$ cat config.mk
export PLATFORM = sky130hd
export DESIGN_NAME = rf_wb_arbiter
export DESIGN_NICKNAME = d
export VERILOG_FILES = /design/src/rtl/rf_wb_arbiter.sv
export SDC_FILE = /design/constraint.sdc
export NUM_CORES = 1
export LEC_CHECK = 0
export BUFFER_PORTS_ARGS = -buffer_cell sky130_fd_sc_hd__clkbuf_2
export CORE_ASPECT_RATIO = 0.6
export CORE_MARGIN = 2
export CORE_UTILIZATION = 49
export CTS_CLUSTER_DIAMETER = 50
export CTS_CLUSTER_SIZE = 12
export DETAILED_ROUTE_END_ITERATION = 8
export HOLD_SLACK_MARGIN = 0.08
export PLACE_DENSITY_LB_ADDON = 0.2
export SLEW_MARGIN = 20
export SYNTH_ARGS = -nofsm -noshare
export SYNTH_HDL_FRONTEND = slang
export SYNTH_SLANG_ARGS = --single-unit
$ cat constraint.sdc
create_clock -name clk -period 2.46 [get_ports clk]
set_input_delay 0.123 -clock clk [delete_from_list [all_inputs] [get_ports clk]]
set_output_delay 0.123 -clock clk [all_outputs]
set_load 0.05 [all_outputs]
$ cat src/rtl/rf_wb_arbiter.sv
// Register-file writeback arbiter: merges EX and load writeback streams into a
// single registered write port with per-source hold buffers and round-robin grant.
module rf_wb_arbiter #(
    parameter int XLEN  = 32,
    parameter int IDX_W = 5
) (
    input  logic                  clk,
    input  logic                  rst_n,
    input  logic                  ex_valid,
    input  logic [IDX_W-1:0]      ex_rd,
    input  logic [XLEN-1:0]       ex_data,
    output logic                  ex_ready,
    input  logic                  ld_valid,
    input  logic [IDX_W-1:0]      ld_rd,
    input  logic [XLEN-1:0]       ld_data,
    output logic                  ld_ready,
    output logic                  rf_wen,
    output logic [IDX_W-1:0]      rf_waddr,
    output logic [XLEN-1:0]       rf_wdata,
    output logic [2**IDX_W-1:0]   pend_mask,
    output logic [7:0]            conflict_cnt,
    output logic                  idle
);

    typedef enum logic {LAST_EX, LAST_LD} last_e;

    last_e              last_q, last_d;
    logic               ex_buf_v, ld_buf_v;
    logic [IDX_W-1:0]   ex_buf_rd, ld_buf_rd;
    logic [XLEN-1:0]    ex_buf_data, ld_buf_data;

    logic               ex_cand_v, ld_cand_v;
    logic [IDX_W-1:0]   ex_cand_rd, ld_cand_rd;
    logic [XLEN-1:0]    ex_cand_data, ld_cand_data;
    logic               ex_live, ld_live, same_rd;
    logic               grant_ex, grant_ld, drop_ld;

    assign ex_ready = ~ex_buf_v;
    assign ld_ready = ~ld_buf_v;
    assign idle     = ~ex_buf_v & ~ld_buf_v & ~rf_wen;

    // A full buffer always outranks the input, which keeps each source in order.
    assign ex_cand_v    = ex_buf_v | ex_valid;
    assign ex_cand_rd   = ex_buf_v ? ex_buf_rd : ex_rd;
    assign ex_cand_data = ex_buf_v ? ex_buf_data : ex_data;
    assign ld_cand_v    = ld_buf_v | ld_valid;
    assign ld_cand_rd   = ld_buf_v ? ld_buf_rd : ld_rd;
    assign ld_cand_data = ld_buf_v ? ld_buf_data : ld_data;

    assign ex_live = ex_cand_v && (ex_cand_rd != '0);
    assign ld_live = ld_cand_v && (ld_cand_rd != '0);
    assign same_rd = ex_live && ld_live && (ex_cand_rd == ld_cand_rd);

    always_comb begin
        grant_ex = 1'b0;
        grant_ld = 1'b0;
        drop_ld  = 1'b0;
        last_d   = last_q;
        if (same_rd) begin
            grant_ex = 1'b1;
            drop_ld  = 1'b1;
        end else if (ex_live && ld_live) begin
            if (last_q == LAST_LD) begin
                grant_ex = 1'b1;
                last_d   = LAST_EX;
            end else begin
                grant_ld = 1'b1;
                last_d   = LAST_LD;
            end
        end else begin
            grant_ex = ex_live;
            grant_ld = ld_live;
        end
    end

    always_comb begin
        pend_mask = '0;
        if (ex_buf_v) pend_mask[ex_buf_rd] = 1'b1;
        if (ld_buf_v) pend_mask[ld_buf_rd] = 1'b1;
    end

    always_ff @(posedge clk) begin
        if (rst_n) begin
            last_q       <= LAST_LD;
            ex_buf_v     <= 1'b0;
            ex_buf_rd    <= '0;
            ex_buf_data  <= '0;
            ld_buf_v     <= 1'b0;
            ld_buf_rd    <= '0;
            ld_buf_data  <= '0;
            rf_wen       <= 1'b0;
            rf_waddr     <= '0;
            rf_wdata     <= '0;
            conflict_cnt <= '0;
        end else begin
            last_q <= last_d;
            rf_wen <= grant_ex | grant_ld;
            if (grant_ex) begin
                rf_waddr <= ex_cand_rd;
                rf_wdata <= ex_cand_data;
            end else if (grant_ld) begin
                rf_waddr <= ld_cand_rd;
                rf_wdata <= ld_cand_data;
            end

            if (ex_buf_v) begin
                if (grant_ex) ex_buf_v <= 1'b0;
            end else if (ex_live && !grant_ex) begin
                ex_buf_v    <= 1'b1;
                ex_buf_rd   <= ex_rd;
                ex_buf_data <= ex_data;
            end

            if (ld_buf_v) begin
                if (grant_ld || drop_ld) ld_buf_v <= 1'b0;
            end else if (ld_live && !grant_ld && !drop_ld) begin
                ld_buf_v    <= 1'b1;
                ld_buf_rd   <= ld_rd;
                ld_buf_data <= ld_data;
            end

            if (same_rd && conflict_cnt != '1) conflict_cnt <= conflict_cnt + 8'd1;
        end
    end

endmodule

==> flow_metrics.py <==
metrics = {
    "detailed_routing": {
        "drtIter0Drc": 666,
        "wl_per_cell_um": 18.64,
        "first_pass_iters": 5,
        "vias_per_cell": 6.141,
        "route.detailed.drc": 0,
        "num_vias": 7019,
        "antenna_left": 0,
        "routed_wl_mm": 21.31,
    },
    "final_layout": {
        "area_delta_synth_final_pct": 39.33,
        "finalNetCount": 1038,
        "layout-drive-gt1-share": 0.3035,
        "final_area_sq_um": 8927,
    },
    "clock_tree": {
        "clk_pin_slew_ps": 60,
        "worstSkewPairLatency_ps": 420,
        "numClockSinks": 123,
        "cts_htree_levels": 4,
        "numCtsBuffers": 17,
        "cts_tree": "built",
        "cts.path.max_buffers": 2,
        "ctsRootBufferMaster": "clkbuf_16",
    },
    "logic_synthesis": {
        "ys_seq_area_frac": 0.3843,
        "synthFlopType": "dfxtp_1",
        "ys_ff_latch": 123,
        "yosys.area_share.adder": 0.001953,
        "synthArstFlopShare": 0,
        "netlist_instances": 739,
        "synth.area.mux_share": 0.1836,
        "syn_avg_cell_area_sq_um": 8.670,
        "synth_area_sq_um": 6407,
        "synth_compound_area_frac": 0.1955,
        "yosysTopAreaCell": "dfxtp_1",
        "synth.most_common_cell": "dfxtp_1",
        "synth_xor_area_frac": 0.008006,
        "synth-edff-count": 0,
        "syn_nets": 818,
        "synth.top_cell.area_share": 0.3843,
        "synth_commonest_cells": "dfxtp_1, nand3_1, mux2i_1",
        "synthDistinctLibCells": 47,
        "ys_warn_count": 0,
        "synthTopCellsByArea": "dfxtp_1, mux2i_1, nand3_1",
        "synth_top_family_by_area": "compound AO/OA/AOI/OAI gates",
        "yosys.area_share.simple": 0.1716,
    },
    "worst_setup_path": {
        "max_stage_delay_ps": 460,
        "critPathKind": "flip-flop to flip-flop",
        "slowest_stage": "dfxtp_2",
        "cp_max_fo": 19,
        "path_buf_inv": 2,
        "cp_top_family": "simple AND/OR/NAND/NOR gates",
        "cp-endpoint": "rf_wdata[24]$_SDFFE_PP0P_",
        "required_ps": 2790,
        "timing.rr.start": "ld_buf_v$_SDFF_PP0_",
        "crit_start": "ld_buf_v$_SDFF_PP0_",
        "path_cells": "buf_4, or3b_1, or2_4, o21a_1, o211ai_1, clkbuf_4, nand3_1, a21oi_1",
        "worst_r2r_path_depth": 8,
        "timing.rr.end": "rf_wdata[24]$_SDFFE_PP0P_",
        "endpoint_kind": "flip-flop",
        "arrival_ps": 2750,
        "start_kind": "flip-flop",
        "path_depth": 8,
        "reg2reg_slack_ps": 40,
    },
    "place": {
        "port_buffers": 158,
        "hpwl_mm": 13.38,
        "place.gp.congestion": 0.8733,
        "placed_area_sq_um": 7456,
    },
    "pwr": {
        "seq_power_share": 0.354,
        "internal-power_mw": 4.249,
        "power_density_nw_per_um2": 711.6,
        "p_clk_frac": 0.383,
        "ir_worst_vdd_mv": 0.5892,
        "p_leak_nw": 3.697,
        "switching_power_mw": 2.103,
        "p_sw_frac": 0.3311,
        "power_frac_comb": 0.263,
    },
    "timing": {
        "worst_slew_pin_slew_ps": 662.0,
        "finalSetupViolCount": 0,
        "timing.final.crit_share": 0.9825,
        "post-route-min-period_ps": 2417,
        "drv_slew": 0,
        "hold_viol_final": 0,
        "slew_headroom": 0.5586,
        "hold_slack_ps": 223.9,
        "clock_skew_ps": 11.07,
        "fmax_mhz": 413.7,
    },
    "global_route": {
        "grt_pass1_wl_mm": 33.14,
        "antenna_found_initial": 1,
        "grt_pass1_vias": 6479,
        "grtUsageTotal": 0.2979,
        "grt_overflow": 0,
        "grt_max_degree": 65,
    },
    "floorplan": {
        "die_height_um": 92.58,
        "io_pins": 159,
        "dieArea_sq_um": 14040,
        "fp.dieW_um": 151.6,
        "coreArea_sq_um": 12810,
        "rows": 32,
        "start_util": 0.5001,
    },
    "hold_path": {
        "worstHoldPathType": "input port to flip-flop",
    },
    "run": {
        "cap_violations": 0,
    },
    "run_status": {
        "status": "completed",
    },
}
-- cells in the final DEF, fill, tap and decap left out, drive strengths merged, types with 2 or more instances in the layout --
master / synthesis / routed
nor2: 45 / 45
a21oi: 78 / 78
mux2i: 80 / 80
o22ai: 31 / 31
nand2: 9 / 9
o211a: 2 / 2
inv: 3 / 6
and3: 4 / 4
nor2b: 2 / 2
or4: 8 / 8
nand3: 107 / 107
or2: 2 / 2
o211ai: 4 / 4
o21a: 3 / 3
nor3: 9 / 9
buf: 24 / 43
o21ai: 41 / 41
a211o: 4 / 4
nand4: 2 / 2
nand2b: 2 / 2
mux2: 33 / 33
dlygate4sd3: 0 / 74
o31ai: 4 / 4
clkinv: 0 / 6
dfxtp: 123 / 123
o221ai: 32 / 32
nor4: 5 / 5
xnor2: 5 / 5
or3: 3 / 3
nand3b: 11 / 11
or3b: 5 / 5
a31oi: 2 / 2
clkbuf: 52 / 179
clkinvlp: 0 / 2
-- power groups by stage --
stage | clock (mW) | sequential (mW) | combinational, mW
6_report | 2.43 | 2.25 | 1.67
5_1_grt | 2.54 | 2.26 | 1.77
4_1_cts | 2.45 | 2.24 | 1.62
3_5_place_dp | 0 | 2.28 | 1.48
3_3_place_gp | 0 | 2.27 | 1.46
2_1_floorplan | 0 | 2.52 | 0.802
-- sequential cells by signal (all words and copies together), names as in the netlist --
| register | count |
|---|---|
| ex_buf_v | 1 |
| rf_waddr | 5 |
| ex_buf_data | 32 |
| rf_wdata | 32 |
| ex_buf_rd | 5 |
| conflict_cnt | 8 |
| ld_buf_v | 1 |
| ld_buf_rd | 5 |
| last_q | 1 |
| rf_wen | 1 |
| ld_buf_data | 32 |
-- kinds of logic (layout without fill, tap and decap cells) --
group / Yosys count / in the layout
compound gates: 204 / 204
xor+xnor: 5 / 5
fa+ha+maj: 1 / 1
buf+inv: 79 / 312
flops: 123 / 123
mux: 113 / 113
other cells: 0 / 1
simple gates: 214 / 214
-- metal layers --
layer  routed length, um  global-route usage
met1                9380              0.4215
met4                 280             0.07870
met3                1837             0.05419
met5                   0                   0
met2                9811              0.4683
-- cell type report --
type                            instances  area [sq um]
Antenna cell                            1         2.502
Clock buffer                           20         466.7
Tap cell                              170         212.7
Timing Repair Buffer                  277          1973
Sequential cell                       123          2467
Inverter                                3         11.26
Fill cell                             968          3885
Multi-Input combinational cell        537          3681
Clock inverter                         12         112.6
-- worst min path at each step --
stage | start | to | slack (ps) | depth (start not counted)
floorplan | ld_data[0] | ld_buf_data[0]$_SDFFE_PP0P_ | 270 | 2
global route | rst_n | ld_buf_rd[3]$_SDFFE_PP0P_ | 230 | 2
CTS | rst_n | ld_buf_rd[3]$_SDFFE_PP0P_ | 210 | 2
finish | ex_valid | ex_buf_rd[4]$_SDFFE_PP0P_ | 220 | 5
global placement | ex_data[11] | ex_buf_data[11]$_SDFFE_PP0P_ | 370 | 3
detailed placement | ex_data[11] | ex_buf_data[11]$_SDFFE_PP0P_ | 380 | 3
-- worst min-delay path: cells and delay by family --
family,cells,cell delay [ps]
simple gates,2,200
buf+inv,2,210
compound gates,1,50
-- metrics by stage --
stage                     power [mW]  std cells    util  setup slack (ps)  TNS (ps)
after floorplan                3.325        739       -            -23.74    -156.7
after global placement         3.729       1028  0.5819            -17.66    -37.52
after detailed placement       3.766       1028  0.5819            -87.63     -2088
after CTS                      6.314       1139  0.6922             45.73         0
after global routing           6.571       1143  0.6968            -9.107    -25.64
final                          6.352       1143  0.6968             42.95         0
-- what timing repair did --
action | in CTS | in global routing
endpoints found under the hold margin | 74 | 0
gates resized for setup | 8 | 9
hold buffers | 74 | 0
buffers inserted | 3 | 2
endpoints found under the setup margin | 42 | 79
pin swaps | 1 | 3
cloned | 2 | 1
(Power assumes the default switching activity.)
